===== src/rtl/mem_stage_pkg.sv =====
// Shared MEM-stage definitions: bus widths, memory op codes,
// FSM states and the EXE->MEM payload layout.
package mem_stage_pkg;

  localparam int EXE_TO_MEM_BUS_WIDTH = 106;
  localparam int MEM_TO_WB_BUS_WIDTH  = 70;
  localparam int MEM_TO_ID_BUS_WIDTH  = 39;

  localparam logic [3:0] OP_NONE = 4'd0;
  localparam logic [3:0] OP_LDB  = 4'd1;
  localparam logic [3:0] OP_LDH  = 4'd2;
  localparam logic [3:0] OP_LDW  = 4'd3;
  localparam logic [3:0] OP_LDBU = 4'd4;
  localparam logic [3:0] OP_LDHU = 4'd5;
  localparam logic [3:0] OP_STB  = 4'd6;
  localparam logic [3:0] OP_STH  = 4'd7;
  localparam logic [3:0] OP_STW  = 4'd8;

  typedef enum logic [1:0] {
    S_IDLE = 2'd0,
    S_REQ  = 2'd1,
    S_WAIT = 2'd2,
    S_DONE = 2'd3
  } mem_state_e;

  typedef struct packed {
    logic [31:0] pc;
    logic [31:0] alu;
    logic [31:0] sd;
    logic        we;
    logic [4:0]  waddr;
    logic [3:0]  op;
  } ex_mem_t;

  function automatic logic is_load(input logic [3:0] op);
    return (op >= OP_LDB) && (op <= OP_LDHU);
  endfunction

  function automatic logic is_store(input logic [3:0] op);
    return (op >= OP_STB) && (op <= OP_STW);
  endfunction

endpackage


===== src/rtl/mem_load_align.sv =====
// Load lane select and sign/zero extension; purely combinational
// so a later cache stage can reuse it.
module mem_load_align
  import mem_stage_pkg::*;
(
  input  logic [3:0]  op_i,
  input  logic [1:0]  addr_i,
  input  logic [31:0] rdata_i,
  output logic [31:0] result_o
);

  logic [31:0] sh;

  assign sh = rdata_i >> {addr_i, 3'b000};

  always_comb begin
    result_o = rdata_i;
    unique case (1'b1)
      (op_i == OP_LDB):  result_o = {{24{sh[7]}}, sh[7:0]};
      (op_i == OP_LDH):  result_o = {{16{sh[15]}}, sh[15:0]};
      (op_i == OP_LDBU): result_o = {24'd0, sh[7:0]};
      (op_i == OP_LDHU): result_o = {16'd0, sh[15:0]};
      default:           result_o = rdata_i;
    endcase
  end

endmodule


===== src/rtl/mem_stage.sv =====
// Memory-access pipeline stage: issues data-SRAM requests, buffers
// the response and hands completed instructions to WB.
module mem_stage
  import mem_stage_pkg::*;
(
  input  logic        clk,
  input  logic        reset,
  input  logic        exe_to_mem_valid,
  output logic        mem_allow_in,
  input  logic [EXE_TO_MEM_BUS_WIDTH-1:0] exe_to_mem_bus,
  input  logic        wb_allow_in,
  output logic        mem_to_wb_valid,
  output logic [MEM_TO_WB_BUS_WIDTH-1:0]  mem_to_wb_bus,
  output logic [MEM_TO_ID_BUS_WIDTH-1:0]  mem_to_id_bus,
  output logic        data_sram_req,
  output logic        data_sram_wr,
  output logic [1:0]  data_sram_size,
  output logic [3:0]  data_sram_wstrb,
  output logic [31:0] data_sram_addr,
  output logic [31:0] data_sram_wdata,
  input  logic        data_sram_addr_ok,
  input  logic        data_sram_data_ok,
  input  logic [31:0] data_sram_rdata
);

  ex_mem_t     pipe_q;
  ex_mem_t     in_w;
  logic        valid_q;
  mem_state_e  state_q, state_d;
  logic [31:0] rbuf_q;
  logic [31:0] ext;
  logic [31:0] final_res;
  logic        ld, st, ready_go, cap;
  logic        in_mem;

  assign in_w     = ex_mem_t'(exe_to_mem_bus);
  assign ld       = is_load(pipe_q.op);
  assign st       = is_store(pipe_q.op);
  assign in_mem   = is_load(in_w.op) || is_store(in_w.op);
  assign ready_go = !(ld || st) || (state_q == S_DONE);

  assign mem_allow_in    = !valid_q || (ready_go && wb_allow_in);
  assign mem_to_wb_valid = valid_q && ready_go;
  assign cap             = mem_allow_in && exe_to_mem_valid;

  always_comb begin
    state_d = state_q;
    if (mem_allow_in) begin
      state_d = (cap && in_mem) ? S_REQ : S_IDLE;
    end else begin
      unique case (state_q)
        S_REQ:   if (data_sram_addr_ok) state_d = S_WAIT;
        S_WAIT:  if (data_sram_data_ok) state_d = S_DONE;
        default: state_d = state_q;
      endcase
    end
  end

  always_ff @(posedge clk) begin
    if (reset) begin
      valid_q <= 1'b0;
      state_q <= S_IDLE;
      pipe_q  <= '0;
      rbuf_q  <= '0;
    end else begin
      state_q <= state_d;
      if (mem_allow_in) valid_q <= exe_to_mem_valid;
      if (cap) pipe_q <= in_w;
      if (state_q == S_WAIT && data_sram_data_ok) rbuf_q <= data_sram_rdata;
    end
  end

  assign data_sram_req  = (state_q == S_REQ) && valid_q;
  assign data_sram_wr   = st;
  assign data_sram_addr = pipe_q.alu;

  always_comb begin
    data_sram_size  = 2'd0;
    data_sram_wstrb = 4'b0000;
    data_sram_wdata = pipe_q.sd;
    unique case (1'b1)
      (pipe_q.op == OP_LDH), (pipe_q.op == OP_LDHU):
        data_sram_size = 2'd1;
      (pipe_q.op == OP_LDW):
        data_sram_size = 2'd2;
      (pipe_q.op == OP_STB): begin
        data_sram_wstrb = 4'b0001 << pipe_q.alu[1:0];
        data_sram_wdata = {4{pipe_q.sd[7:0]}};
      end
      (pipe_q.op == OP_STH): begin
        data_sram_size  = 2'd1;
        data_sram_wstrb = pipe_q.alu[1] ? 4'b1100 : 4'b0011;
        data_sram_wdata = {2{pipe_q.sd[15:0]}};
      end
      (pipe_q.op == OP_STW): begin
        data_sram_size  = 2'd2;
        data_sram_wstrb = 4'b1111;
      end
      default: data_sram_size = 2'd0;
    endcase
  end

  mem_load_align u_align (
    .op_i    (pipe_q.op),
    .addr_i  (pipe_q.alu[1:0]),
    .rdata_i (rbuf_q),
    .result_o(ext)
  );

  assign final_res = ld ? ext : pipe_q.alu;

  assign mem_to_wb_bus = {pipe_q.pc, final_res,
                          pipe_q.we, pipe_q.waddr};

  assign mem_to_id_bus = {valid_q && pipe_q.we, pipe_q.waddr,
                          final_res,
                          valid_q && ld && (state_q != S_DONE)};

endmodule


===== config.mk =====
export PLATFORM = sky130hd
export DESIGN_NAME = mem_stage
export DESIGN_NICKNAME = d
export VERILOG_FILES = /design/src/rtl/mem_stage_pkg.sv /design/src/rtl/mem_load_align.sv /design/src/rtl/mem_stage.sv
export SDC_FILE = /design/constraint.sdc
export NUM_CORES = 1
export LEC_CHECK = 0
export BUFFER_PORTS_ARGS = -buffer_cell sky130_fd_sc_hd__buf_4
export CAP_MARGIN = 0
export CORE_MARGIN = 4
export CORE_UTILIZATION = 50
export DETAILED_ROUTE_END_ITERATION = 10
export PLACE_DENSITY = 0.83
export SETUP_SLACK_MARGIN = 0.1
export SYNTH_ARGS = -nofsm -noshare
export SYNTH_HDL_FRONTEND = slang
export SYNTH_SLANG_ARGS = --single-unit

===== constraint.sdc =====
create_clock -name clk -period 2.7 [get_ports clk]
set_input_delay 0.54 -clock clk [delete_from_list [all_inputs] [get_ports clk]]
set_output_delay 0.54 -clock clk [all_outputs]
set_load 0.02 [all_outputs]

==> flow_summary.ini <==
[clock_tree]
clk_latency_ns = 0.41
cts-hold-fix-buffers = 0
cts.path.max_buffers = 2
clk_pin_slew_ns = 0.06
cts_tree = done
root_buffer = clkbuf_16
numCtsBuffers = 17
htree_levels = 4
numClockSinks = 141

[placement]
io_buffers = 326
gp_congestion = 0.826
place_inst = 1384
hpwlAfterDp_mm = 18.5

[setup_path]
critPathLaunchType = register
end_kind = primary output
crit_arrival_ns = 2.22
reg2regPathDepth = 6
worstSetupStartpoint = data_sram_addr[0]
r2r-end = data_sram_addr[0]
critPathKind = register to primary output
worstReg2RegStart = pipe_q[1]
crit_fanout = 8
critical_path.endpoint = mem_to_id_bus[20]
rrSetupSlack_ns = 0.59
required_ns = 2.16

[layout]
antenna_cells = 0
final_cell_count_no_fill = 1427
final_nets = 1342
final_util = 0.700
n_fill_cell = 1293
drive_above_1_share = 0.377
area_growth_pct = 35.3

[timing]
min_period_over_period = 1.02
setup_violations = 44
hold_viol_final = 0
worst_clock_skew_ns = 0.0103
period_needed_ns = 2.76
tightest_slew_ns = 0.538
worst_hold_slack_ns = 0.354
max_slew_margin = 0.641
slew_viol_final = 0
rsz0062_at_grt = yes
layout_setup_ws_ns = -0.0590
max_freq_mhz = 362

[synth]
synth_top_area_cell = dfxtp_1
synthMuxAreaShare = 0.140
avgSynthCellArea_um2 = 8.30
synth.distinct_cells = 46
syn_inst = 1004
synth_xor_xnor_area_share = 0.00105
async_flop_share = 0
yosys.area.top_type_share = 0.339
yosys.area_share.simple = 0.268
synth_edf_count = 0
synth_top_family_by_area = simple AND/OR/NAND/NOR gates
synth_fp_nets = 1148
yosysWarnings = 0
synth_ff_type = dfxtp_1
synth_area_leaders = dfxtp_1 34%, nand2b_1 16%, mux2i_1 14%
ys_ff_latch = 141
synth-compound-area-share = 0.102
synth_area_um2 = 8330
synth_seq_area_share = 0.339
post_synth_fa_ha_maj_area_fraction = 0

[grt]
antenna_found_initial = 0
grt_start_max_net_pins = 71
grt_first_pass_wirelength_mm = 37.8
grt_use_total = 0.255
grt_pass1_vias = 7323
grt_overflow = 0

[power]
p_per_area_nw_per_um2 = 584
p_leak_nw = 5.00
vdd.ir_drop.worst_uv = 452

[routing]
drt-initial-drc-count = 377
drt_pass1_iterations = 5
routedLengthMet1_mm = 9.55
wl_per_cell_um = 17.6
routed.top_layer = met4
vias = 7454
drc_errors = 0
ant_nets = 0
routed_via_density = 5.22
wl_mm = 25.0
dr_wl_met3_mm = 2.20
wl_met2_mm = 12.6

[status]
violations = setup timing
status = finished, violations left

[die]
initial_core_util = 0.517
io_pins = 327
die_area_um2 = 18800
fp.dieH_um = 137
core_area_um2 = 16100
fp.dieW_um = 137
fp-row-count = 46

[flow_run]
maxCapViolCount = 0

[worst_hold_path]
hold_path.class = primary input to register
==> where the power goes <==
| part | leakage, nW | switching [mW] | total, mW | internal (mW) |
|---|---|---|---|---|
| clock | 0.294 | 0.892 | 2.39 | 1.50 |
| sequential | 1.16 | 0.108 | 2.31 | 2.20 |
| combinational | 3.55 | 1.00 | 1.88 | 0.877 |
| total | 5.00 | 2.00 | 6.58 | 4.58 |
==> worst min path at each step <==
| stage | depth (start not counted) | endpoint | start |
|---|---|---|---|
| 2_1_floorplan | 2 | rbuf_q[6] | rbuf_q[6] |
| 3_3_place_gp | 2 | rbuf_q[1] | rbuf_q[1] |
| 3_5_place_dp | 2 | rbuf_q[5] | rbuf_q[5] |
| 4_1_cts | 3 | valid_q | exe_to_mem_valid |
| 5_1_grt | 3 | rbuf_q[2] | data_sram_rdata[2] |
| 6_report | 3 | valid_q | exe_to_mem_valid |
==> cells by family after synthesis <==
family,after synthesis
flip-flops,141
AO/OA/AOI/OAI,120
multiplexers,115
buffers and inverters,194
AND/OR/NAND/NOR,433
XOR/XNOR,1
==> Yosys cell counts, drive strengths merged, types with 5 or more instances <==
cell and number:
o2bb2ai 15, a22oi 8, a21oi 49, buf 138
o22ai 8, mux2i 114, o21ai 5, nor3b 5
nand2 152, a221oi 14, o221ai 8, nand2b 214
dfxtp 141, clkbuf 51, nor2 44
==> critical path, stage by stage (launching register included) <==
cell,delay [ns]
dfxtp_2,0.34
mux4_2,0.51
nor3b_4,0.17
a31oi_4,0.21
buf_12,0.16
buf_12,0.13
o22ai_2,0.10
buf_6,0.17
==> layout make-up <==
class / count / area, µm² / share of cell area
Sequential cell: 141 / 2840 / 0.252
Timing Repair Buffer: 364 / 2970 / 0.264
Clock buffer: 22 / 464 / 0.0412
Clock inverter: 10 / 139 / 0.0123
Multi-Input combinational cell: 669 / 4560 / 0.405
Inverter: 5 / 30.0 / 0.00266
Tap cell: 216 / 270 / 0.0240
==> registers in the layout, indices dropped and copies added, names as in the netlist <==
signal          count
rbuf_q             32
valid_q             1
pipe_q             36
data_sram_addr     32
state_q             2
mem_to_wb_bus      33
mem_to_id_bus       5
==> through the flow <==
stage	setup WS (ns)	instance area (µm²)	power (mW)	TNS (ns)
floorplan	0.0414	8400	3.54	0
global placement	0.180	10200	4.08	0
detailed placement	0.175	10200	4.10	0
CTS	-0.0616	11200	6.61	-1.42
global route	-0.132	11300	6.84	-5.35
finish	-0.0590	11300	6.58	-1.31
==> layer usage <==
| metal | up-vias | global-route usage |
|---|---|---|
| met5 | - | 0 |
| met4 | 0 | 0.0931 |
| met2 | 337 | 0.449 |
| met3 | 55 | 0.0699 |
| met1 | 3461 | 0.293 |
| li1 | 3601 | - |
==> timing repair <==
item	CTS	global route
cloned	1	0
setup endpoints to repair	92	72
resized for setup	65	23
buffers inserted	9	1
pin swaps	6	2
==> cell usage in the layout (no fill, tap or decap), drive strengths merged, types with 2 or more instances in the layout <==
cell and instances:
a211o 2, a21oi 49, a221oi 14, a22oi 8, a31oi 2, and2 3, buf 364, bufinv 3
clkbuf 22, clkinv 6, clkinvlp 4, dfxtp 141, inv 2, mux2i 114, nand2 152, nand2b 214
nand3 2, nand3b 2, nor2 44, nor2b 2, nor3 3, nor3b 5, nor4 2, o21ai 5
o221ai 8, o22ai 8, o2bb2ai 15, o31a 2, o31ai 3, o41ai 2, or2 2
Note: power is estimated with default switching activity, not from simulation.
